==> config.mk <==
export PLATFORM = sky130hd
export DESIGN_NAME = pc_gen_ras
export DESIGN_NICKNAME = d
export VERILOG_FILES = /design/src/rtl/pc_gen_ras_pkg.sv /design/src/rtl/pc_gen_ras_ras_stack.sv /design/src/rtl/pc_gen_ras.sv
export SDC_FILE = /design/constraint.sdc
export NUM_CORES = 1
export LEC_CHECK = 0
export BUFFER_PORTS_ARGS = -buffer_cell sky130_fd_sc_hd__buf_2
export CAP_MARGIN = 20
export CORE_UTILIZATION = 35
export DETAILED_ROUTE_END_ITERATION = 10
export PLACE_DENSITY = 0.51
export SYNTH_ARGS = -nofsm -noshare
export SYNTH_HDL_FRONTEND = slang
export SYNTH_SLANG_ARGS = --single-unit
==> constraint.sdc <==
create_clock -name clk -period 9 [get_ports clk]
set_input_delay 0.9 -clock clk [delete_from_list [all_inputs] [get_ports clk]]
set_output_delay 0.9 -clock clk [all_outputs]
set_load 0.1 [all_outputs]
==> src/rtl/pc_gen_ras_pkg.sv <==
// Shared definitions for the fetch PC generator.
//   next_pc_sel_e : source chosen for the next fetch PC, lowest to highest priority
//   PC_INC        : sequential fetch increment in bytes
package pc_pkg;

  typedef enum logic [2:0] {
    SEL_SEQ      = 3'd0,
    SEL_JAL      = 3'd1,
    SEL_RAS      = 3'd2,
    SEL_HOLD     = 3'd3,
    SEL_REDIRECT = 3'd4,
    SEL_TRAP     = 3'd5
  } next_pc_sel_e;

  localparam int unsigned PC_INC = 32'd4;

endpackage

==> src/rtl/pc_gen_ras_ras_stack.sv <==
// Circular return-address stack.
//   clk, rst   : clock, asynchronous active-high reset
//   push       : write push_data one slot above the current top
//   pop        : discard the top entry (ignored when empty)
//   push + pop : on a non-empty stack the top entry is replaced in place
//   push_data  : return address to store
//   top        : current top entry
//   count      : number of valid entries, saturating at DEPTH
//   empty      : count is zero
// When full, a push wraps onto the oldest entry; the count stays at DEPTH.
module ras_stack #(
  parameter int unsigned WIDTH = 32,
  parameter int unsigned DEPTH = 4
) (
  input  logic                     clk,
  input  logic                     rst,
  input  logic                     push,
  input  logic                     pop,
  input  logic [WIDTH-1:0]         push_data,
  output logic [WIDTH-1:0]         top,
  output logic [$clog2(DEPTH):0]   count,
  output logic                     empty
);

  localparam int unsigned PTR_W = $clog2(DEPTH);
  localparam int unsigned CNT_W = PTR_W + 1;

  logic [WIDTH-1:0] mem [DEPTH];
  logic [PTR_W-1:0] top_ptr;
  logic [PTR_W-1:0] top_ptr_inc;
  logic [CNT_W-1:0] cnt;

  // Pointer wraps modulo DEPTH because DEPTH is a power of two.
  assign top_ptr_inc = top_ptr + PTR_W'(1);
  assign empty       = (cnt == CNT_W'(0));
  assign top         = mem[top_ptr];
  assign count       = cnt;

  // Stack storage, top pointer and occupancy count.
  always_ff @(posedge clk or posedge rst) begin
    if (rst) begin
      top_ptr <= PTR_W'(0);
      cnt     <= CNT_W'(0);
      for (int i = 0; i < int'(DEPTH); i++) begin
        mem[i] <= WIDTH'(0);
      end
    end else if (push && pop && !empty) begin
      // Coroutine swap: the popped slot is reused for the new return address.
      mem[top_ptr] <= push_data;
    end else if (push) begin
      mem[top_ptr_inc] <= push_data;
      top_ptr          <= top_ptr_inc;
      if (cnt != CNT_W'(DEPTH)) begin
        cnt <= cnt + CNT_W'(1);
      end
    end else if (pop && !empty) begin
      top_ptr <= top_ptr - PTR_W'(1);
      cnt     <= cnt - CNT_W'(1);
    end
  end

endmodule

==> src/rtl/pc_gen_ras.sv <==
// Fetch PC generator with return-address-stack prediction.
//   clk, rst       : clock, asynchronous active-high reset
//   stall_i        : hold PC and RAS
//   trap_i         : redirect to TRAP_VECTOR (highest priority)
//   redirect_i     : EX-resolved redirect to redirect_pc_i (bit 0 cleared)
//   redirect_pc_i  : redirect target
//   pd_jal_i       : predecoded JAL, target pc_o + pd_imm_i
//   pd_call_i      : predecoded call, pushes pc_o + 4
//   pd_ret_i       : predecoded return, pops RAS top as next PC
//   pd_imm_i       : sign-extended J-immediate
//   pc_o           : registered fetch PC
//   pc_plus4_o     : pc_o + 4
//   pred_ras_o     : next PC is taken from the RAS this cycle
//   ras_count_o    : valid RAS entries
// Trap and redirect do not repair the RAS; its contents survive them untouched.
module pc_gen_ras
  import pc_pkg::*;
#(
  parameter int unsigned          PC_WIDTH     = 32,
  parameter int unsigned          RAS_DEPTH    = 4,
  parameter logic [PC_WIDTH-1:0]  RESET_VECTOR = PC_WIDTH'(32'h0000_0000),
  parameter logic [PC_WIDTH-1:0]  TRAP_VECTOR  = PC_WIDTH'(32'h0000_0100)
) (
  input  logic                          clk,
  input  logic                          rst,
  input  logic                          stall_i,
  input  logic                          trap_i,
  input  logic                          redirect_i,
  input  logic [PC_WIDTH-1:0]           redirect_pc_i,
  input  logic                          pd_jal_i,
  input  logic                          pd_call_i,
  input  logic                          pd_ret_i,
  input  logic [PC_WIDTH-1:0]           pd_imm_i,
  output logic [PC_WIDTH-1:0]           pc_o,
  output logic [PC_WIDTH-1:0]           pc_plus4_o,
  output logic                          pred_ras_o,
  output logic [$clog2(RAS_DEPTH):0]    ras_count_o
);

  logic [PC_WIDTH-1:0] pc_r;
  logic [PC_WIDTH-1:0] pc_plus4;
  logic [PC_WIDTH-1:0] next_pc;
  logic [PC_WIDTH-1:0] ras_top;
  logic                ras_empty;
  logic                ras_upd;
  logic                ras_push;
  logic                ras_pop;
  next_pc_sel_e        sel;

  assign pc_plus4   = pc_r + PC_WIDTH'(PC_INC);
  assign pc_o       = pc_r;
  assign pc_plus4_o = pc_plus4;

  // The RAS only moves on a plain, unstalled fetch.
  assign ras_upd  = !trap_i && !redirect_i && !stall_i;
  assign ras_push = ras_upd && pd_call_i;
  assign ras_pop  = ras_upd && pd_ret_i && !ras_empty;

  // Next-PC source selection in priority order.
  always_comb begin
    sel = SEL_SEQ;
    if (trap_i) begin
      sel = SEL_TRAP;
    end else if (redirect_i) begin
      sel = SEL_REDIRECT;
    end else if (stall_i) begin
      sel = SEL_HOLD;
    end else if (pd_ret_i && !ras_empty) begin
      sel = SEL_RAS;
    end else if (pd_jal_i) begin
      sel = SEL_JAL;
    end else begin
      sel = SEL_SEQ;
    end
  end

  // Next-PC value for the chosen source.
  always_comb begin
    next_pc = pc_plus4;
    case (sel)
      SEL_TRAP:     next_pc = TRAP_VECTOR;
      // Masking rather than slicing keeps the target halfword-aligned.
      SEL_REDIRECT: next_pc = redirect_pc_i & ~PC_WIDTH'(1);
      SEL_HOLD:     next_pc = pc_r;
      SEL_RAS:      next_pc = ras_top;
      SEL_JAL:      next_pc = pc_r + pd_imm_i;
      SEL_SEQ:      next_pc = pc_plus4;
      default:      next_pc = pc_plus4;
    endcase
  end

  assign pred_ras_o = (sel == SEL_RAS) && !rst;

  // Fetch PC register.
  always_ff @(posedge clk or posedge rst) begin
    if (rst) begin
      pc_r <= RESET_VECTOR;
    end else begin
      pc_r <= next_pc;
    end
  end

  ras_stack #(
    .WIDTH (PC_WIDTH),
    .DEPTH (RAS_DEPTH)
  ) u_ras (
    .clk       (clk),
    .rst       (rst),
    .push      (ras_push),
    .pop       (ras_pop),
    .push_data (pc_plus4),
    .top       (ras_top),
    .count     (ras_count_o),
    .empty     (ras_empty)
  );

endmodule

; Yosys cells after proc, flatten, opt, wreduce, memory -nomap -nowiden
; Index checks and enable logic that the tools add are counted.
; W data, S select, Z words.
[op_classes]
add_sub_neg = 6
mul = 0
div = 0
magnitude_cmp = 4
n_eq_ne = 7
shifts = 0
mux = 22
bitwise = 3
n_reduce_logical = 22
[op_table]
columns = operator, n
row1 = $bwmux W128, 2
row2 = $mux W128, 2
row3 = $pmux W32 S5, 1
row4 = $demux W32 S2, 2
row5 = $mux W32, 4
row6 = $bmux W32 S2, 1
row7 = $add A32 B3 Y32 const B, 1
row8 = $add A32 B32 Y32, 1
row9 = $mux W3, 5
row10 = $logic_and A1 B1 Y1, 12
row11 = $mux W2, 4
row12 = $eq A3 B2 Y1 const B, 2
row13 = $eq A3 B3 Y1 const B, 2
row14 = $ge A3 B3 Y1 const B, 2
row15 = $lt A3 B1 Y1 const B, 2
row16 = $not A2 Y3, 2
row17 = $logic_not A1 Y1, 5
row18 = $reduce_bool A2 Y1, 2
row19 = $add A3 B1 Y3 const B, 1
row20 = $eq A3 B1 Y1 const B, 1
row21 = $logic_not A3 Y1, 1
row22 = $ne A3 B3 Y1 const B, 1
row23 = $reduce_and A3 Y1, 1
row24 = $sub A3 B1 Y3 const B, 1
row25 = 6 further kinds, 6
[totals]
regBits = 165
latch_bits = 0
mem_bits_rw = 0
mem_bits_ro = 0
out_inout_bits = 68
wordCells = 71
mem_count = 0

; Depth between registers and ports, before layout
[logic_depth]
depth_word = 9
depth_mapped = 11
depth_no_buf = 11

; By module
; A second synthesis with hierarchy kept.
[hier_totals]
hier_cells = 905
hier_area_um2 = 10269.8
[by_module_without_submodules]
columns = mod, n_inst, cells_per_inst, area_per_inst_um2
row1 = ras_stack, 1, 369, 6135.9
row2 = pc_gen_ras, 1, 536, 4134.0

; Worst setup path before layout
; No wires, ideal clock.
[synth_timing]
path_kind = input to output
startpoint = input rst
endpoint = output pred_ras_o
arrival_time_ns = 5.513
path_slack_ns = 2.587
cell_stages = 2
path_buffers = 0
cell_sequence = inv_1 > and3_1
[synth_via]
elab_chain_len = 2
[synth_rtl]
columns = element, line_no
row1 = start: declaration, pc_gen_ras.sv:25  ; input logic rst,
row2 = $logic_not A1 Y1 (no source line), n/a
row3 = $logic_and A1 B1 Y1, pc_gen_ras.sv:92  ; assign pred_ras_o = (sel == SEL_RAS) && !rst;
row4 = end: declaration, pc_gen_ras.sv:36  ; output logic pred_ras_o,
; Every way passes these cells.

; Worst setup path in the final report
[layout_timing]
startpoint = register pc_r[2] (netlist: pc_o[2])
endpoint = output pc_plus4_o[28]
[layout_via]
elab_chain_len = 1
[layout_rtl]
columns = element, line_no
row1 = start: declaration, pc_gen_ras.sv:40  ; logic [PC_WIDTH-1:0] pc_r;
row2 = start signal: assignment, pc_gen_ras.sv:99  ; pc_r <= next_pc;
row3 = $add A32 B3 Y32, pc_gen_ras.sv:50  ; assign pc_plus4 = pc_r + PC_WIDTH'(PC_INC);
row4 = end: declaration, pc_gen_ras.sv:35  ; output logic [PC_WIDTH-1:0] pc_plus4_o,
; Every way passes these cells.

==> tab_implementation.tex <==
\begin{tabular}{lr}
\hline
Metric & Value \\
\hline
\multicolumn{2}{l}{\textbf{Run status}} \\
Outcome & complete, no violations \\
\multicolumn{2}{l}{\textbf{Clock tree}} \\
Count of H-tree levels built during CTS & 4 \\
CTS resizes & 0 \\
CTS sink cnt & 165 \\
Buffer levels on the longest clock path & 2 \\
Number of buffers added for setup after CTS & 0 \\
Clock latency on the worst-skew pair & 0.43 ns \\
CTS tree & yes \\
Clock Pin Slew Worst Setup and Hold Paths & 0.07 ns \\
Number of hold-repair buffers added at the cts stage & 0 \\
Root Buffer Master & clkbuf\_16 \\
TritonCTS buffer count & 17 \\
\multicolumn{2}{l}{\textbf{Synth}} \\
EDFF count, synth & 0 \\
Area fraction in and, or, nand and nor cells after synthesis & 0.1460 \\
Yosys top cell area share & 0.4108 \\
Synth Net Count & 1183 \\
Post-synthesis average cell area & 9.368 um2 \\
Most instantiated cells after synthesis & a21oi\_1 (166), dfrtp\_1 (165), nor2\_1 (153) \\
Xor and xnor fraction of the mapped netlist area & 0.05054 \\
Synthesis-stage register bit count & 165 \\
Fraction of synthesized area in multiplexers & 0.08937 \\
Synth Area in Compound Gates & 0.2036 \\
Fraction of the yosys area taken by sequential cells & 0.4108 \\
Number of distinct standard cells referenced by the synthesized netlist & 71 \\
Cell with the most instances after synthesis & a21oi\_1 \\
Main combinational cell family by area after synthesis & compound AO/OA/AOI/OAI gates \\
Biggest area contributors in the synthesized netlist & dfrtp\_1 (41\%), a21oi\_1 (8.3\%), mux4\_2 (7.2\%) \\
Number of standard cells after synthesis & 1073 \\
Most frequently used flop master after synthesis & dfrtp\_1 \\
Post-synthesis cell type with the largest combined area & dfrtp\_1 \\
Async set or reset register ratio after synthesis & 1.000 \\
YS warnings & 0 \\
Post-synthesis adder-cell area fraction & 0.04879 \\
Post-synthesis instance area & 0.01005 mm2 \\
\multicolumn{2}{l}{\textbf{Hold path}} \\
Start point of the worst hold path & u\_ras.mem[0]\$\_DFFE\_PP0P\_ \\
Hold depth & 1 \\
Class of the most critical hold timing path & flop to flop \\
Endpoint of the worst hold path & u\_ras.mem[0]\$\_DFFE\_PP0P\_ \\
\multicolumn{2}{l}{\textbf{Place}} \\
Count of placed standard cells including taps & 1538 \\
Routability congestion estimate from global placement & 0.9609 \\
Detailed placement HPWL & 23.19 mm \\
Port Buffers & 138 \\
\multicolumn{2}{l}{\textbf{Setup path}} \\
Critical path launch point type & flop \\
Data arrival, critical path & 3.39 ns \\
Worst R2R Setup Slack & 5.70 ns \\
Critical path startpoint & pc\_o[2]\$\_DFFE\_PP0P\_ \\
Largest fanout on the critical path & 11 \\
Kind of critical path & flop to output pin \\
Reg-to-Reg End & u\_ras.mem[35]\$\_DFFE\_PP0P\_ \\
CP bufs+invs & 3 \\
Worst r2r src & u\_ras.top\_ptr[0]\$\_DFFE\_PP0P\_ \\
Most frequent cell on the critical path & inv\_1 \\
CP max-delay cell & dfrtp\_1 \\
Type of element capturing the critical path & output pin \\
Cell Chain, Critical Path & ha\_1 > inv\_1 > nor4\_4 > and3\_1 > nand2\_1 > xor2\_1 > inv\_1 > buf\_2 \\
Total stage count of the critical path & 8 \\
CP required & 8.10 ns \\
CP max stage delay & 0.67 ns \\
Cell type group with the largest total delay on the critical path & simple AND/OR/NAND/NOR gates \\
Reg2Reg Depth & 6 \\
\multicolumn{2}{l}{\textbf{Finish}} \\
Util after Layout & 0.4160 \\
Fillcell total & 2830 \\
Share of post-route cells with drive strength above 1 & 0.2148 \\
Fin cells & 1572 \\
Count of nets after finishing & 1290 \\
Syn-to-layout area delta & 15.92\% \\
\multicolumn{2}{l}{\textbf{Timing}} \\
Max\_slew headroom & 0.3135 \\
Final Cycle Share & 0.4765 \\
Hold Worst Slack & 0.5045 ns \\
Slew Limit Fails & 0 \\
Final Hold Fails & 0 \\
Minimum clock period after layout & 4.289 ns \\
RSZ-0062 raised after global routing & false \\
Slew of the pin with the lowest slew margin & 1.028 ns \\
Final-layout setup total negative slack & 0 ns \\
Setup clock skew after layout & 0.01416 ns \\
Number of failing setup endpoints in the final timing report & 0 \\
Maximum clock frequency & 0.2332 GHz \\
\multicolumn{2}{l}{\textbf{Routing}} \\
Per-cell routed wire length & 20.24 um \\
Via density per instance & 5.482 \\
Wire length after detailed routing & 31.82 mm \\
Antenna-violating nets left & 0 \\
DRT Pass-1 Iters & 5 \\
Iteration-0 DRC count of the detailed router & 647 \\
Detailed-route via count & 8617 \\
DRC violation count after routing & 0 \\
\multicolumn{2}{l}{\textbf{Power}} \\
Leak Pwr & 5.340 nW \\
PwrDens & 310.4 mW/mm2 \\
Final Total Pwr & 3.617 mW \\
Worst supply voltage drop on vdd & 0.1352 mV \\
\multicolumn{2}{l}{\textbf{Floorplanning}} \\
Core area & 0.02801 mm2 \\
Starting utilization of the core area & 0.3589 \\
Rows & 61 \\
Vertical extent of the die & 171.5 um \\
Horizontal die dimension & 171.5 um \\
IO Pins & 140 \\
Area of the die & 0.02940 mm2 \\
\multicolumn{2}{l}{\textbf{GRT}} \\
Via count of the first global-routing pass & 8065 \\
Overflow left after global routing & 0 \\
Maximum number of pins on one net before global-route repair & 91 \\
Global-route wire length before repair & 48.79 mm \\
Global-route total usage across every layer & 0.2221 \\
Number of antenna violations at the first check in global routing & 2 \\
\multicolumn{2}{l}{\textbf{Flow run}} \\
Count of max-cap constraint violations & 0 \\
\hline
\end{tabular}
==> registers in the layout, indices dropped and copies added, names as in the netlist <==
register / cells
pc_o: 32
u_ras.count: 3
u_ras.mem: 128
u_ras.top_ptr: 2
==> stage by stage <==
stage	cell area [um2]	worst slack, ns
after detailed placement	11040	5.197
after floorplan	10050	2.587
after global routing	11650	4.514
after global placement	11040	5.203
after CTS	11620	4.709
final	11650	4.711
==> final cells by class <==
cell class	count	area (um2)	share of cell area
diodes	2	5.005	0.0004295
inverters	45	173.9	0.01493
repair buffers	156	845.8	0.07259
clock buffers	19	432.9	0.03715
multi-input cells	795	5444	0.4672
well taps	378	473.0	0.04059
clock inverters	12	147.6	0.01267
flip-flops and latches	165	4130	0.3545
==> how the worst max path moves through the flow <==
| stage | end | slack, ns |
|---|---|---|
| 3_3_place_gp | pc_plus4_o[30] | 5.20 |
| 3_5_place_dp | pc_plus4_o[30] | 5.20 |
| 6_report | pc_plus4_o[28] | 4.71 |
| 2_1_floorplan | pred_ras_o | 2.59 |
| 4_1_cts | pc_plus4_o[30] | 4.71 |
| 5_1_grt | pc_plus4_o[28] | 4.51 |
==> worst register-to-register path: stages (launching register included) <==
cell and delay [ns]:
dfrtp_2 0.66, buf_4 0.52, ha_1 0.27, nand2_1 0.09
a21oi_4 0.83, buf_4 0.43, mux2_2 0.37
==> cell usage in the layout (no fill, tap or decap), types with 6 or more instances in the layout <==
cell type    n
a21oi_1    166
dfrtp_1    164
nor2_1     153
buf_2      138
nand2_1     71
o21ai_0     47
inv_1       44
ha_1        36
xnor2_1     32
mux4_2      32
xor2_1      26
nand3_1     18
clkbuf_16   17
buf_4       17
a221oi_1    15
and3_1      14
mux2_2      14
a21o_1      13
nand4_1     12
nor3_1      10
o211ai_1     9
a222oi_1     9
a22oi_1      9
nand2b_1     8
o221ai_1     8
o22ai_1      7
and2_1       6
o21a_1       6
==> power breakdown <==
group	switching, mW	internal (mW)
clock network	0.322	0.414
logic	1.02	0.581
registers	0.236	1.05
==> logic make-up (layout without fill, tap and decap cells) <==
logic type / after synthesis / count (layout)
flops: 165 / 165
buf+inv: 113 / 232
simple gates: 319 / 319
mux: 48 / 48
fa+ha+maj: 38 / 38
xor+xnor: 58 / 58
other cells: 0 / 2
compound gates: 332 / 332
==> layer usage <==
metal	vias to the layer above	wire length, um	GRT usage
met3	34	1446	0.02853
li1	4094	-	-
met5	-	0	0
met1	4215	15380	0.3257
met4	0	701	0.07609
met2	274	14290	0.3352
No activity file was read; power rests on OpenSTA's default activity.
